[src/rtl/calc1_port_driver.sv]
// calc1_port_driver: sequences one complete operation into calc1's two-cycle
// requester protocol, waits (with timeout) for the answer and presents it on
// a held valid/ready response interface. One outstanding transaction.
module calc1_port_driver #(
  parameter int TIMEOUT = 15,
  parameter int CNT_W   = 8
) (
  input  logic        c_clk,
  input  logic        reset,
  input  logic        req_valid,
  output logic        req_ready,
  input  logic [0:3]  req_cmd,
  input  logic [0:31] req_op1,
  input  logic [0:31] req_op2,
  output logic        rsp_valid,
  input  logic        rsp_ready,
  output logic [0:1]  rsp_resp,
  output logic [0:31] rsp_data,
  output logic        rsp_timeout,
  output logic [0:3]  calc_cmd_out,
  output logic [0:31] calc_data_out,
  input  logic [0:1]  calc_resp_in,
  input  logic [0:31] calc_data_in
);

  typedef enum logic [2:0] {IDLE, CMD, OP2, WAIT, HOLD} state_t;

  localparam logic [CNT_W-1:0] TO_LIM = CNT_W'(TIMEOUT);

  state_t             state, state_nxt;
  logic [CNT_W-1:0]   cnt, cnt_nxt;
  logic [0:31]        op2_q, op2_nxt;
  logic [0:3]         cmd_out_nxt;
  logic [0:31]        data_out_nxt;
  logic [0:1]         resp_nxt;
  logic [0:31]        rdata_nxt;
  logic               to_nxt;

  // Next-state and next-output computation; every register defaults to hold.
  always_comb begin
    state_nxt    = state;
    cnt_nxt      = cnt;
    op2_nxt      = op2_q;
    cmd_out_nxt  = calc_cmd_out;
    data_out_nxt = calc_data_out;
    resp_nxt     = rsp_resp;
    rdata_nxt    = rsp_data;
    to_nxt       = rsp_timeout;
    case (state)
      IDLE: begin
        if (req_valid) begin
          op2_nxt = req_op2;
          if (req_cmd != 4'd0) begin
            state_nxt    = CMD;
            cmd_out_nxt  = req_cmd;
            data_out_nxt = req_op1;
          end else begin
            // Null command: answer locally, calc1 never sees it.
            state_nxt = HOLD;
            resp_nxt  = 2'b10;
            rdata_nxt = 32'd0;
            to_nxt    = 1'b0;
          end
        end
      end
      CMD: begin
        state_nxt    = OP2;
        cmd_out_nxt  = 4'd0;
        data_out_nxt = op2_q;
      end
      OP2: begin
        state_nxt    = WAIT;
        cmd_out_nxt  = 4'd0;
        data_out_nxt = 32'd0;
        cnt_nxt      = '0;
      end
      WAIT: begin
        // A real calc1 answer takes priority over a coincident timeout.
        if (calc_resp_in != 2'd0) begin
          state_nxt = HOLD;
          resp_nxt  = calc_resp_in;
          rdata_nxt = calc_data_in;
          to_nxt    = 1'b0;
        end else begin
          cnt_nxt = cnt + CNT_W'(1);
          if ((cnt + CNT_W'(1)) == TO_LIM) begin
            state_nxt = HOLD;
            resp_nxt  = 2'd0;
            rdata_nxt = 32'd0;
            to_nxt    = 1'b1;
          end
        end
      end
      HOLD: begin
        if (rsp_ready) state_nxt = IDLE;
      end
      default: state_nxt = IDLE;
    endcase
  end

  // State, counter and registered outputs; reset abandons any transaction.
  always_ff @(posedge c_clk or posedge reset) begin
    if (reset) begin
      state         <= IDLE;
      cnt           <= '0;
      req_ready     <= 1'b1;
      rsp_valid     <= 1'b0;
      rsp_resp      <= 2'd0;
      rsp_data      <= 32'd0;
      rsp_timeout   <= 1'b0;
      calc_cmd_out  <= 4'd0;
      calc_data_out <= 32'd0;
    end else begin
      state         <= state_nxt;
      cnt           <= cnt_nxt;
      req_ready     <= (state_nxt == IDLE);
      rsp_valid     <= (state_nxt == HOLD);
      rsp_resp      <= resp_nxt;
      rsp_data      <= rdata_nxt;
      rsp_timeout   <= to_nxt;
      calc_cmd_out  <= cmd_out_nxt;
      calc_data_out <= data_out_nxt;
    end
  end

  // Second operand is pure data and only read after being loaded.
  always_ff @(posedge c_clk) begin
    op2_q <= op2_nxt;
  end

endmodule

[config.mk]
export PLATFORM = sky130hd
export DESIGN_NAME = calc1_port_driver
export DESIGN_NICKNAME = d
export VERILOG_FILES = /design/src/rtl/calc1_port_driver.sv
export SDC_FILE = /design/constraint.sdc
export NUM_CORES = 1
export LEC_CHECK = 0
export CORE_MARGIN = 1
export CORE_UTILIZATION = 47
export DETAILED_ROUTE_END_ITERATION = 8
export HOLD_SLACK_MARGIN = 0.02
export PLACE_DENSITY_LB_ADDON = 0.15
export SLEW_MARGIN = 30
export SYNTH_ARGS = -nofsm -noshare
export SYNTH_HDL_FRONTEND = slang
export SYNTH_SLANG_ARGS = --single-unit
[constraint.sdc]
create_clock -name c_clk -period 5.3 [get_ports c_clk]
set_clock_uncertainty 0.15 [all_clocks]
set_input_delay 1.06 -clock c_clk [delete_from_list [all_inputs] [get_ports c_clk]]
set_output_delay 1.06 -clock c_clk [all_outputs]
set_load 0.1 [all_outputs]
==> out/qor.yml <==
outcome:
  status: "finished clean"
routing:
  ant_nets: 0
  dr.pass1.iters: 4
  drtIter0Drc: 125
  routed_wl_um: 10700
  wl_per_cell_um: 16.9
  vias: 3356
  routed_via_density: 5.29
  drc_errors: 0
clock_network:
  clk_latency_ns: 0.51
  cts-root-buf: "clkbuf_8"
  postCtsHoldBufs: 0
  cts_max_level: 4
  clk_path_buf_depth: 2
  cts_sinks: 116
  cts_tree: "done"
  clk_pin_slew_worst_paths_ns: 0.06
  ctsResizeCount: 0
  cts_buffers: 17
  cts_setup_buffers: 0
critical_path:
  cp-startpoint: "req_ready"
  crit_chain: "clkdlybuf4s50_1"
  path_delay_family: "buffers and inverters"
  arrival_ns: 2.17
  required_ns: 4.09
  r2r-start: "state[1]"
  slowest_delay_ns: 1.14
  crit_fanout: 1
  crit_slowest_cell: "clkdlybuf4s50_1"
  regToRegEndpoint: "req_ready"
  reg2reg_depth: 6
  path_class: "register to output port"
  cp-end-kind: "output port"
  ff2ff_setup_slack_ns: 2.82
  crit_buf_inv: 1
  cp-start-kind: "register"
global_routing:
  grt_pass1_vias: 3454
  grt_util_met1: 0.275
  grtUsageMet3: 0.0870
  grt_pass1_wl_um: 17000
  antenna_found_initial: 0
  grt_max_degree: 60
  grt_usage: 0.227
  grt_use_met2: 0.361
  grt.overflow.total: 0
  busiest_layer: "met2"
logic_synthesis:
  synthSimpleGateAreaFrac: 0.0544
  synth_enable_flop_cells: 32
  synth.area.mux_share: 0.0116
  avgSynthCellArea_sq_um: 14.6
  synthAdderAreaFrac: 0.00552
  synth_compound_area_frac: 0.207
  ys_types: 37
  ys.warnings.count: 0
  synth_top_family_by_area: "compound AO/OA/AOI/OAI gates"
  synthArstFlopShare: 0.724
  synth_nets: 419
  seq_area_frac_synth: 0.676
  synth.area.top_cells: "dfrtp_1 (46%), edfxtp_1 (21%), a22o_1 (13%)"
  synth_top_area_share: 0.458
  yosysTopAreaCell: "dfrtp_1"
  ys.flop_type: "dfrtp_1"
  synth_cells: 311
  synth-seq-cells: 116
  synth_area_sq_mm: 0.00453
  synthXorXnorAreaFrac: 0.00966
finish:
  num_antenna_cells: 0
  area_growth_pct: 53.7
  layout-drive-gt1-share: 0.101
  nets: 600
run:
  drv_cap: 0
floorplan:
  die_h_um: 100
  die-area_sq_mm: 0.0100
  ioPinCount: 179
  initial_core_util: 0.488
  rows: 35
  die_w_um: 100
  coreArea_sq_mm: 0.00928
sta:
  tns_ns: 0
  rsz0062_at_grt: "no"
  timing.fmax_ghz: 0.296
  final_hold_viol_count: 0
  fin_crit_ns: 3.38
  slew-limit-headroom: 0.306
  post-route-period-util: 0.637
  setup_viol: 0
  slew_violations: 0
  tightest_slew_ns: 1.04
hold_path:
  hp-start: "calc_data_out[10]"
  min_delay_path_depth: 1
  hold_class: "register to register"
  holdPathEnd: "calc_data_out[10]"
placed_design:
  portBuffers: 178
  place_congestion: 0.786
  dpl.hpwl_um: 7390
final cells by class:
cell class / count / area [sq um]
well taps: 129 / 161
flip-flops and latches: 116 / 3060
inverters: 5 / 23.8
multi-input cells: 168 / 1330
clock buffers: 17 / 414
repair buffers: 184 / 1810
clock inverters: 15 / 160
fillers: 638 / 2320
layout by cell type, fill, tap and decap left out, types with 4 or more instances in the layout:
| master | synthesis | routed |
|---|---|---|
| a21o_1 | 36 | 36 |
| a22o_1 | 69 | 69 |
| buf_4 | 0 | 6 |
| clkbuf_16 | 0 | 16 |
| clkdlybuf4s50_1 | 0 | 175 |
| clkinv_4 | 0 | 7 |
| clkinvlp_4 | 0 | 4 |
| dfrtp_1 | 83 | 83 |
| edfxtp_1 | 32 | 32 |
| inv_1 | 5 | 4 |
| nand2_1 | 4 | 4 |
| nand3_1 | 10 | 10 |
| nor2_1 | 5 | 4 |
| nor3_1 | 4 | 4 |
| o21ai_0 | 5 | 5 |
| xor2_1 | 4 | 4 |
cell families (layout without fill, tap and decap cells):
logic type                 Yosys count  in the layout
DFF                                116            116
adders and majority gates            2              2
muxes                                5              5
and+or+nand+nor                     41             41
buffers and inverters               27            221
AOI/OAI and AO/OA                  115            115
xor gates and xnor gates             5              5
metrics by stage:
stage / cells / hold WS [ns] / utilization / worst slack (ns) / area, sq um
after floorplan: 311 / 0.324 / - / 1.90 / 4530
after global placement: 602 / 0.309 / 0.689 / 1.75 / 6400
after detailed placement: 602 / 0.315 / 0.689 / 1.74 / 6400
after CTS: 634 / 0.331 / 0.751 / 1.90 / 6970
after global routing: 634 / 0.345 / 0.750 / 1.88 / 6970
final: 634 / 0.326 / 0.750 / 1.92 / 6970
synth_stat cells, drive strengths merged (4+ instances only):
master	n
dfrtp	83
a22o	69
a21o	36
edfxtp	32
buf	12
clkbuf	10
nand3	10
o21ai	6
inv	5
nor2	5
nand2	4
nor3	4
xor2	4
flip-flops by register name, summed over array words and instances, names as in the netlist, 2 cells and up:
signal / count
calc_cmd_out: 4
state: 3
op2_q: 32
rsp_data: 32
rsp_resp: 2
cnt: 8
calc_data_out: 32
worst max path at each step:
| stage | end | depth (start not counted) | slack, ns |
|---|---|---|---|
| after floorplan | calc_data_out[13] | 7 | 1.90 |
| after global placement | req_ready | 7 | 1.75 |
| after detailed placement | req_ready | 7 | 1.74 |
| after CTS | req_ready | 1 | 1.90 |
| after global routing | req_ready | 1 | 1.88 |
| final | req_ready | 1 | 1.92 |
layer usage:
layer  routed length [um]  vias up  part of all wire
met3                  915       16             0.085
met5                    0        -                 0
met2                 5140      160              0.48
met1                 4420     1624              0.41
li1                     -     1556                 -
met4                  246        0             0.023
Power is not shown: default switching activity piles up to over one toggle a cycle in this logic, so the estimate is an artifact.
